**src/rtl/vga_pkg.sv**
```systemverilog
// Shared VGA timing constants, RGB565 field positions and pin widths for the scan-out slice.
// Defaults describe 640x480@60; modules take them as overridable parameter defaults.
package vga_pkg;

    localparam int H_ACTIVE_DEF = 640;
    localparam int H_FP_DEF     = 16;
    localparam int H_SYNC_DEF   = 96;
    localparam int H_BP_DEF     = 48;
    localparam int H_TOTAL_DEF  = H_ACTIVE_DEF + H_FP_DEF + H_SYNC_DEF + H_BP_DEF;

    localparam int V_ACTIVE_DEF = 480;
    localparam int V_FP_DEF     = 10;
    localparam int V_SYNC_DEF   = 2;
    localparam int V_BP_DEF     = 33;
    localparam int V_TOTAL_DEF  = V_ACTIVE_DEF + V_FP_DEF + V_SYNC_DEF + V_BP_DEF;

    localparam int CNT_W = 10;
    typedef logic [CNT_W-1:0] cnt_t;

    localparam int RGB565_W  = 16;
    localparam int R565_MSB  = 15;
    localparam int G565_MSB  = 10;
    localparam int B565_MSB  = 4;

    localparam int VGA_R_W = 3;
    localparam int VGA_G_W = 3;
    localparam int VGA_B_W = 2;

    typedef struct packed {
        logic [VGA_R_W-1:0] r;
        logic [VGA_G_W-1:0] g;
        logic [VGA_B_W-1:0] b;
    } vga_rgb_t;

    // Keep the most significant bits of each RGB565 field for the resistor DAC pins.
    function automatic vga_rgb_t rgb565_to_vga(input logic [RGB565_W-1:0] px);
        vga_rgb_t c;
        c.r = px[R565_MSB -: VGA_R_W];
        c.g = px[G565_MSB -: VGA_G_W];
        c.b = px[B565_MSB -: VGA_B_W];
        return c;
    endfunction

endpackage

```
**src/rtl/vga_scan_out_if.sv**
```systemverilog
// Pop handshake between the pixel line FIFO (slave) and the scan-out consumer (master).
interface vga_scan_out_if;
    import vga_pkg::*;

    logic                fifo_rd_en;
    logic [RGB565_W-1:0] fifo_data;
    logic                fifo_valid;

    modport master (output fifo_rd_en, input fifo_data, input fifo_valid);
    modport slave  (input fifo_rd_en, output fifo_data, output fifo_valid);
endinterface

```
**src/rtl/vga_timing_gen.sv**
```systemverilog
// Raster counters plus the per-position strobes derived from them.
// Counters park at the first vblank line so upstream can prefetch line 0 before scan starts.
module vga_timing_gen
    import vga_pkg::*;
#(
    parameter int H_ACTIVE = H_ACTIVE_DEF,
    parameter int H_FP     = H_FP_DEF,
    parameter int H_SYNC   = H_SYNC_DEF,
    parameter int H_BP     = H_BP_DEF,
    parameter int V_ACTIVE = V_ACTIVE_DEF,
    parameter int V_FP     = V_FP_DEF,
    parameter int V_SYNC   = V_SYNC_DEF,
    parameter int V_BP     = V_BP_DEF
) (
    input  logic half_clk,
    input  logic rst,
    input  logic en_i,
    output logic en_q_o,
    output logic act_o,
    output logic hs_raw_o,
    output logic vs_raw_o,
    output logic frame_start_o,
    output logic line_req_o
);

    localparam int H_TOTAL = H_ACTIVE + H_FP + H_SYNC + H_BP;
    localparam int V_TOTAL = V_ACTIVE + V_FP + V_SYNC + V_BP;

    localparam cnt_t H_LAST    = cnt_t'(H_TOTAL - 1);
    localparam cnt_t V_LAST    = cnt_t'(V_TOTAL - 1);
    localparam cnt_t H_ACT_C   = cnt_t'(H_ACTIVE);
    localparam cnt_t V_ACT_C   = cnt_t'(V_ACTIVE);
    localparam cnt_t V_ACT_M1  = cnt_t'(V_ACTIVE - 1);
    localparam cnt_t HS_FIRST  = cnt_t'(H_ACTIVE + H_FP);
    localparam cnt_t HS_LAST   = cnt_t'(H_ACTIVE + H_FP + H_SYNC - 1);
    localparam cnt_t VS_FIRST  = cnt_t'(V_ACTIVE + V_FP);
    localparam cnt_t VS_LAST   = cnt_t'(V_ACTIVE + V_FP + V_SYNC - 1);

    logic en_q;
    cnt_t h_q, h_d;
    cnt_t v_q, v_d;

    always_comb begin
        h_d = h_q;
        v_d = v_q;
        if (en_q) begin
            if (h_q == H_LAST) begin
                h_d = '0;
                v_d = (v_q == V_LAST) ? '0 : v_q + cnt_t'(1);
            end else begin
                h_d = h_q + cnt_t'(1);
            end
        end
    end

    always_ff @(posedge half_clk or posedge rst) begin
        if (rst) begin
            en_q <= 1'b0;
            h_q  <= '0;
            v_q  <= V_ACT_C;
        end else begin
            en_q <= en_i;
            h_q  <= h_d;
            v_q  <= v_d;
        end
    end

    assign en_q_o        = en_q;
    assign act_o         = (h_q < H_ACT_C) && (v_q < V_ACT_C);
    assign hs_raw_o      = (h_q >= HS_FIRST) && (h_q <= HS_LAST);
    assign vs_raw_o      = (v_q >= VS_FIRST) && (v_q <= VS_LAST);
    assign frame_start_o = en_q && (h_q == '0) && (v_q == V_ACT_C);
    // Request issued at the end of the line before each visible line, including the last vblank line.
    assign line_req_o    = en_q && (h_q == H_ACT_C) && ((v_q == V_LAST) || (v_q < V_ACT_M1));

endmodule

```
**src/rtl/vga_scan_out.sv**
```systemverilog
// VGA scan-out stage: pops RGB565 pixels from the line FIFO and drives the VGA pins.
// Sync and pixel paths share a two-register pipeline so they stay aligned with the FIFO read latency.
module vga_scan_out
    import vga_pkg::*;
#(
    parameter int H_ACTIVE = H_ACTIVE_DEF,
    parameter int H_FP     = H_FP_DEF,
    parameter int H_SYNC   = H_SYNC_DEF,
    parameter int H_BP     = H_BP_DEF,
    parameter int V_ACTIVE = V_ACTIVE_DEF,
    parameter int V_FP     = V_FP_DEF,
    parameter int V_SYNC   = V_SYNC_DEF,
    parameter int V_BP     = V_BP_DEF,
    parameter bit SYNC_POL = 1'b0
) (
    input  logic               half_clk,
    input  logic               rst,
    input  logic               en,
    vga_scan_out_if.master     fifo,
    output logic               frame_start,
    output logic               line_req,
    output logic               hsync,
    output logic               vsync,
    output logic [VGA_R_W-1:0] vga_red,
    output logic [VGA_G_W-1:0] vga_green,
    output logic [VGA_B_W-1:0] vga_blue,
    output logic               underflow,
    input  logic               clr_underflow
);

    logic en_q;
    logic act;
    logic hs_raw;
    logic vs_raw;
    logic rd_en;

    vga_timing_gen #(
        .H_ACTIVE (H_ACTIVE),
        .H_FP     (H_FP),
        .H_SYNC   (H_SYNC),
        .H_BP     (H_BP),
        .V_ACTIVE (V_ACTIVE),
        .V_FP     (V_FP),
        .V_SYNC   (V_SYNC),
        .V_BP     (V_BP)
    ) u_timing (
        .half_clk      (half_clk),
        .rst           (rst),
        .en_i          (en),
        .en_q_o        (en_q),
        .act_o         (act),
        .hs_raw_o      (hs_raw),
        .vs_raw_o      (vs_raw),
        .frame_start_o (frame_start),
        .line_req_o    (line_req)
    );

    assign rd_en           = en_q && act;
    assign fifo.fifo_rd_en = rd_en;

    // Stage 1 holds the gated read so a frozen scan position is not mistaken for a starved pixel.
    logic     act_d1_q;
    logic     hs_d1_q;
    logic     vs_d1_q;

    vga_rgb_t rgb_q, rgb_d;
    logic     hsync_q, hsync_d;
    logic     vsync_q, vsync_d;
    logic     underflow_q, underflow_d;

    always_comb begin
        rgb_d = '0;
        if (act_d1_q && fifo.fifo_valid) begin
            rgb_d = rgb565_to_vga(fifo.fifo_data);
        end
        hsync_d = hs_d1_q ~^ SYNC_POL;
        vsync_d = vs_d1_q ~^ SYNC_POL;

        // A starved pixel in the same cycle as a clear must still be reported.
        underflow_d = underflow_q;
        if (clr_underflow) begin
            underflow_d = 1'b0;
        end
        if (act_d1_q && !fifo.fifo_valid) begin
            underflow_d = 1'b1;
        end
    end

    always_ff @(posedge half_clk or posedge rst) begin
        if (rst) begin
            act_d1_q    <= 1'b0;
            hs_d1_q     <= 1'b0;
            vs_d1_q     <= 1'b0;
            rgb_q       <= '0;
            hsync_q     <= ~SYNC_POL;
            vsync_q     <= ~SYNC_POL;
            underflow_q <= 1'b0;
        end else begin
            act_d1_q    <= rd_en;
            hs_d1_q     <= hs_raw;
            vs_d1_q     <= vs_raw;
            rgb_q       <= rgb_d;
            hsync_q     <= hsync_d;
            vsync_q     <= vsync_d;
            underflow_q <= underflow_d;
        end
    end

    assign vga_red   = rgb_q.r;
    assign vga_green = rgb_q.g;
    assign vga_blue  = rgb_q.b;
    assign hsync     = hsync_q;
    assign vsync     = vsync_q;
    assign underflow = underflow_q;

endmodule

```
**src/flat_wrapper.sv**
```systemverilog
// flat-port wrapper written by rule: the top's interface ports become plain ports
module vga_scan_out_flat import vga_pkg::*;
#(
    parameter int H_ACTIVE = H_ACTIVE_DEF,
    parameter int H_FP     = H_FP_DEF,
    parameter int H_SYNC   = H_SYNC_DEF,
    parameter int H_BP     = H_BP_DEF,
    parameter int V_ACTIVE = V_ACTIVE_DEF,
    parameter int V_FP     = V_FP_DEF,
    parameter int V_SYNC   = V_SYNC_DEF,
    parameter int V_BP     = V_BP_DEF,
    parameter bit SYNC_POL = 1'b0
)
  (half_clk, rst, en, frame_start, line_req, hsync, vsync, vga_red, vga_green, vga_blue, underflow, clr_underflow, fifo_fifo_rd_en, fifo_fifo_data, fifo_fifo_valid);
  vga_scan_out_if fifo_i ();
  input  logic half_clk;
  input  logic rst;
  input  logic en;
  output logic frame_start;
  output logic line_req;
  output logic hsync;
  output logic vsync;
  output logic [VGA_R_W-1:0] vga_red;
  output logic [VGA_G_W-1:0] vga_green;
  output logic [VGA_B_W-1:0] vga_blue;
  output logic underflow;
  input  logic clr_underflow;
  output wire logic [$bits(fifo_i.fifo_rd_en)-1:0] fifo_fifo_rd_en;
  input wire logic [$bits(fifo_i.fifo_data)-1:0] fifo_fifo_data;
  input wire logic [$bits(fifo_i.fifo_valid)-1:0] fifo_fifo_valid;
  assign fifo_fifo_rd_en = fifo_i.fifo_rd_en;
  assign fifo_i.fifo_data = fifo_fifo_data;
  assign fifo_i.fifo_valid = fifo_fifo_valid;
  vga_scan_out #(.H_ACTIVE(H_ACTIVE), .H_FP(H_FP), .H_SYNC(H_SYNC), .H_BP(H_BP), .V_ACTIVE(V_ACTIVE), .V_FP(V_FP), .V_SYNC(V_SYNC), .V_BP(V_BP), .SYNC_POL(SYNC_POL)) u_core (.half_clk(half_clk), .rst(rst), .en(en), .fifo(fifo_i), .frame_start(frame_start), .line_req(line_req), .hsync(hsync), .vsync(vsync), .vga_red(vga_red), .vga_green(vga_green), .vga_blue(vga_blue), .underflow(underflow), .clr_underflow(clr_underflow));
endmodule
```
**config.mk**
```make
export PLATFORM = sky130hd
export DESIGN_NAME = vga_scan_out_flat
export DESIGN_NICKNAME = d
export VERILOG_FILES = /design/src/rtl/vga_pkg.sv /design/src/rtl/vga_scan_out_if.sv /design/src/rtl/vga_timing_gen.sv /design/src/rtl/vga_scan_out.sv /design/src/flat_wrapper.sv
export SDC_FILE = /design/constraint.sdc
export NUM_CORES = 1
export LEC_CHECK = 0
export CAP_MARGIN = 20
export CORE_MARGIN = 1.5
export CORE_UTILIZATION = 41
export CTS_CLUSTER_DIAMETER = 50
export CTS_CLUSTER_SIZE = 14
export DETAILED_ROUTE_END_ITERATION = 10
export PLACE_DENSITY_LB_ADDON = 0.2
export SLEW_MARGIN = 20
export SYNTH_ARGS = -nofsm -noshare
export SYNTH_HDL_FRONTEND = slang
export SYNTH_SLANG_ARGS = --single-unit
export TNS_END_PERCENT = 100
```
**constraint.sdc**
```tcl
create_clock -name half_clk -period 3 [get_ports half_clk]
set_clock_uncertainty 0.2 [all_clocks]
set_input_delay 0.75 -clock half_clk [delete_from_list [all_inputs] [get_ports half_clk]]
set_output_delay 0.75 -clock half_clk [all_outputs]
set_load 0.005 [all_outputs]
```
==> results.cfg, run 1 <==
[sta]
period_share_pct = 94.3
final_hold_viol_count = 0
final.min_clock_period_ps = 2830
worst_pin_slew_ps = 441
slew_viol_final = 0
setup_viol = 0
setup_tns_ps = 0
slew_headroom_pct = 70.3
fin_ws_ps = 171
fmax_mhz = 353
rsz0062_at_grt = no

[placed_design]
gp_congestion = 0.809
dpl.hpwl_mm = 2.26
port_buffers = 26
dp_slack_ps = 152

[global_routing]
grt_usage_pct = 17.3
grtUsageMet1_pct = 21.1
grt_max_degree = 36
top_usage_layer = met2
grt_pass1_wl_mm = 5.64
grt-ovfl-total = 0
grt_pass1_vias = 1289
use_met2_pct = 27.9
antenna_found_initial = 0
use_met3_pct = 5.62

[clock_network]
root_buffer = clkbuf_8
clkLatencyLatePin_ps = 280
numCtsBuffers = 5
cts.clk_slew.worst_paths_ps = 70
cts_tree = yes
holdBufCountCts = 0
clkSinkCount = 35
cts.htree.levels = 2
clock_path_buffers = 2

[job]
maxCapViolations = 0

[cells_and_area]
syn2layout_area_growth_pct = 28.2
nFillCells = 344
multi_input_area_sq_um = 681
utilization_pct = 55.9
register_area_sq_um = 883
nets = 212
drive_gt1_share_pct = 13.8
antennaDiodeCount = 0

[synthesis]
syn_inst = 152
synth_warnings = 0
ys_types = 36
postSynthAreaPerCell_sq_um = 10.7
async_flop_share_pct = 100
netlist_area_sq_um = 1620
ys_seq_elements = 35
syn_nets = 177
synth_edf_count = 0
ys.flop_type = dfrtp_1
ys_seq_area_share_pct = 54.5

[floorplan]
die_h_um = 65.9
initial_core_util_pct = 43.6
placementRows = 22
die_w_um = 65.9
core-area_sq_um = 3720
die_area_sq_um = 4340
ioPinCount = 35

[setup_path]
required_ps = 2050
cp.arrival_ps = 1880
end_kind = output pin
critPathKind = reg -> out
reg2reg_depth = 5
critPathLaunchType = flop
crit_fanout = 4

[power_and_ir_drop]
ir_drop_v = 0.000436
total_power_mw = 1.07
p_leak_nw = 0.949
power-per-cell-area_nw_per_um2 = 515

[routing]
drtIter0Drc = 39
drc_errors = 0
dr.pass1.iters = 4
avgViaCountPerCell = 5.43
drt-wirelength-per-cell_um = 13.9
vias = 1281
ant_nets = 0
wirelength_mm = 3.29

[worst_hold_path]
hold_depth = 1
holdCritPathClass = reg -> reg

[status]
status = finished, final reports clean
## placed cells by master (no fill, tap or decap), types with 4 or more instances in the layout
cell type,netlist,final
dfstp_2,6,6
xor2_1,6,6
dfrtp_1,29,29
buf_4,0,9
nand3_1,4,4
o21ai_0,7,7
nand2_1,12,12
nand4_1,4,4
nor3_1,7,7
clkbuf_8,0,6
nor2_1,7,7
clkdlybuf4s50_1,0,24
inv_1,10,10
xnor2_1,4,4
and3_1,11,11
ha_1,4,4
## where the power goes
part | internal (mW) | switching, mW | total, mW
sequential | 0.511 | 0.0326 | 0.543
combinational | 0.0919 | 0.0913 | 0.183
clock | 0.185 | 0.160 | 0.345
## routing by layer
metal | vias up | share of wire [%]
met2 | 39 | 46
met5 | - | 0
met1 | 624 | 47
li1 | 610 | -
met4 | 0 | 2.0
met3 | 8 | 4.9
## area by class of cell
type,count,area share [%]
sequential,35,42.5
multi-input combinational,100,32.8
timing repair buffer,35,15.7
clock buffer,7,4.15
tap,48,2.89
inverter,10,1.81
clock inverter,1,0.241
## final timing paths
| path | startpoint | end | slack (ps) |
|---|---|---|---|
| setup / recovery | u_core.u_timing.v_q[0] | line_req | 170 |
| hold / removal | u_core.hs_d1_q | u_core.hsync | 150 |
| setup reg to reg | u_core.u_timing.h_q[1] | u_core.u_timing.v_q[9] | 460 |
| hold reg to reg | u_core.hs_d1_q | u_core.hsync | 150 |
| max in group asynchronous | rst | u_core.hsync | 1600 |
| min in group asynchronous | rst | u_core.u_timing.v_q[3] | 670 |
## what timing repair did
action	CTS	global route
gates resized for setup	4	0
setup buffers	1	0
setup endpoints to repair	2	0
## sequential cells by signal, summed over array words and instances, names as in the netlist, 2 cells and up
name	flops
u_core.u_timing.h_q	10
u_core.u_timing.v_q	10
u_core.vga_blue	2
u_core.vga_green	3
u_core.vga_red	3
## kinds of logic after synthesis
kind of cell | after synthesis | share of synthesized area, %
adder cells (fa/ha/maj) | 4 | 3.09
buffers and inverters | 17 | 4.32
flip-flops | 35 | 54.5
XOR/XNOR | 10 | 5.40
AO/OA/AOI/OAI | 19 | 7.48
AND/OR/NAND/NOR | 67 | 25.2
## metrics by stage
step,cell area (sq um),hold slack [ps],instances
after floorplan,1620,137,152
after global placement,1970,141,227
after detailed placement,1970,145,227
after CTS,2080,148,236
after global routing,2080,147,236
final,2080,146,236
## cell usage after synthesis (all sizes together), types with 2 or more instances
cell type	number	area (sq um)
nor3	7	35.0
o21ai	7	35.0
and3	11	68.8
clkbuf	3	12.5
xor2	6	52.6
nand2	12	45.0
a22o	3	26.3
o22ai	2	12.5
and4	3	26.3
nor4b	3	26.3
ha	4	50.1
buf	4	20.0
nor2b	3	18.8
or4	3	22.5
nand4	5	46.3
inv	10	37.5
dfstp	6	158
xnor2	4	35.0
nand3	4	20.0
dfrtp	29	726
a21oi	3	15.0
nor2	7	26.3
nor4	3	25.0
## critical path, cell delays in order, from the launching register on
cell and delay [ps]:
dfrtp_1 410, ha_1 240, and4_1 230, o2111ai_1 200, a21oi_1 100, nor3_1 160
dlygate4sd2_1 260
(Power assumes the default switching activity.)
==> inputs of run 2 (changes only) <==
Settings changed: CORE_UTILIZATION 41 to 36, REMOVE_ABC_BUFFERS set to 1.
==> results.cfg, run 2 (same netlist as run 1, synthesis figures left out) <==
[status]
status = finished, final reports clean

[power_and_ir_drop]
total_power_mw = 1.14
ir_drop_v = 0.000192
power-per-cell-area_nw_per_um2 = 535
p_leak_nw = 0.987

[setup_path]
critPathKind = reg -> out
slowest_delay_ps = 390
critPathLaunchType = flop
path_delay_family = flip-flops
cp_slowest_cell = dfrtp_1
crit_fanout = 4
cp_cell_sequence = ha_1, and4_1, o2111ai_1, a21oi_1, nor3_2, dlygate4sd2_1
required_ps = 2050
end_kind = output pin
timing.critical_path.buf_inv = 1
cp.arrival_ps = 1860

[floorplan]
initial_core_util_pct = 37.2
ioPinCount = 35
die_h_um = 70.1
die_w_um = 70.1
die_area_sq_um = 4920
core-area_sq_um = 4350
placementRows = 24

[routing]
drc_errors = 0
dr.pass1.iters = 5
drt-wirelength-per-cell_um = 13.5
vias = 1235
ant_nets = 0
drtIter0Drc = 72
wirelength_mm = 3.28
avgViaCountPerCell = 5.10

[cells_and_area]
antennaDiodeCount = 0
nets = 214
drive_gt1_share_pct = 16.3
reg.largest.list = u_core.u_timing.h_q x10, u_core.u_timing.v_q x10
syn2layout_area_growth_pct = 31.6
mostFrequentLayoutCells = 29 x dfrtp_1, 24 x clkdlybuf4s50_1, 12 x nand2_1
final_common_cell = dfrtp_1

[placed_design]
port_buffers = 26
dp_slack_ps = 125
dpl.hpwl_mm = 2.36
gp_congestion = 0.808

[sta]
rsz0062_at_grt = no
period_share_pct = 93.8
slew_headroom_pct = 71.1
worst_pin_slew_ps = 434
slew_viol_final = 0
fmax_mhz = 355
final_hold_viol_count = 0
final.min_clock_period_ps = 2810
fin_ws_ps = 185
setup_viol = 0

[global_routing]
grt-ovfl-total = 0
antenna_found_initial = 0
grt_usage_pct = 14.5
grt_pass1_vias = 1241
grt_max_degree = 36
grt_pass1_wl_mm = 5.65

[clock_network]
cts.htree.levels = 2
clkLatencyLatePin_ps = 280
clock_path_buffers = 2
cts.clk_slew.worst_paths_ps = 70
numCtsBuffers = 5
clkSinkCount = 35
cts_tree = yes
holdBufCountCts = 0
root_buffer = clkbuf_8

[job]
maxCapViolations = 0

[worst_hold_path]
holdCritPathClass = reg -> reg
## run 2: worst register-to-register path, cell delays in order, from the launching register on
cell and delay (ps):
dfrtp_1 370, ha_1 260, nand4_4 150, or4_1 680
or4_1 560, a22oi_1 160
## run 2: power breakdown
part	internal, mW	switching (mW)
logic	0.0918	0.0914
registers	0.510	0.0314
clock network	0.247	0.170
## run 2: final timing paths
kind                                         from                endpoint  slack, ps  cells after the start
setup reg to reg           u_core.u_timing.h_q[1]  u_core.u_timing.v_q[9]        550                      5
max in group asynchronous                     rst            u_core.vsync       1590                      3
hold / removal                     u_core.vs_d1_q            u_core.vsync        150                      1
min in group asynchronous                     rst  u_core.u_timing.h_q[7]        670                      3
hold reg to reg                    u_core.vs_d1_q            u_core.vsync        150                      1
setup / recovery           u_core.u_timing.v_q[0]                line_req        190                      6
## run 2: routing by layer
layer	track usage, %	part of all wire [%]	vias to the layer above
met3	4.62	4.9	2
met2	23.9	48	33
li1	-	-	614
met5	0	0	-
met1	18.0	46	586
met4	5.13	0.79	0
## run 2: timing repair
item / 4_1_cts / 5_1_grt
resized for setup: 4 / 2
setup endpoints to repair: 2 / 2
pin swaps: 1 / 2
buffers inserted: 1 / 0
endpoints found under the hold margin: 0 / 0
## run 2: layout make-up
type                       count  area, sq um
sequential                    35          883
timing repair buffer          37          344
clock inverter                 3         43.8
inverter                      10         37.5
clock buffer                   5         68.8
fill                         399         2220
multi-input combinational    100          692
tap                           52         65.1
## run 2: metrics by stage
stage	instance area [sq um]	instances	hold WS (ps)	util [%]	setup TNS (ps)
floorplan	1590	145	137	-	0
global placement	1990	233	138	45.7	0
detailed placement	1990	233	141	45.7	0
CTS	2130	242	152	48.8	-121
global route	2130	242	157	49.0	0
finish	2130	242	149	49.0	0
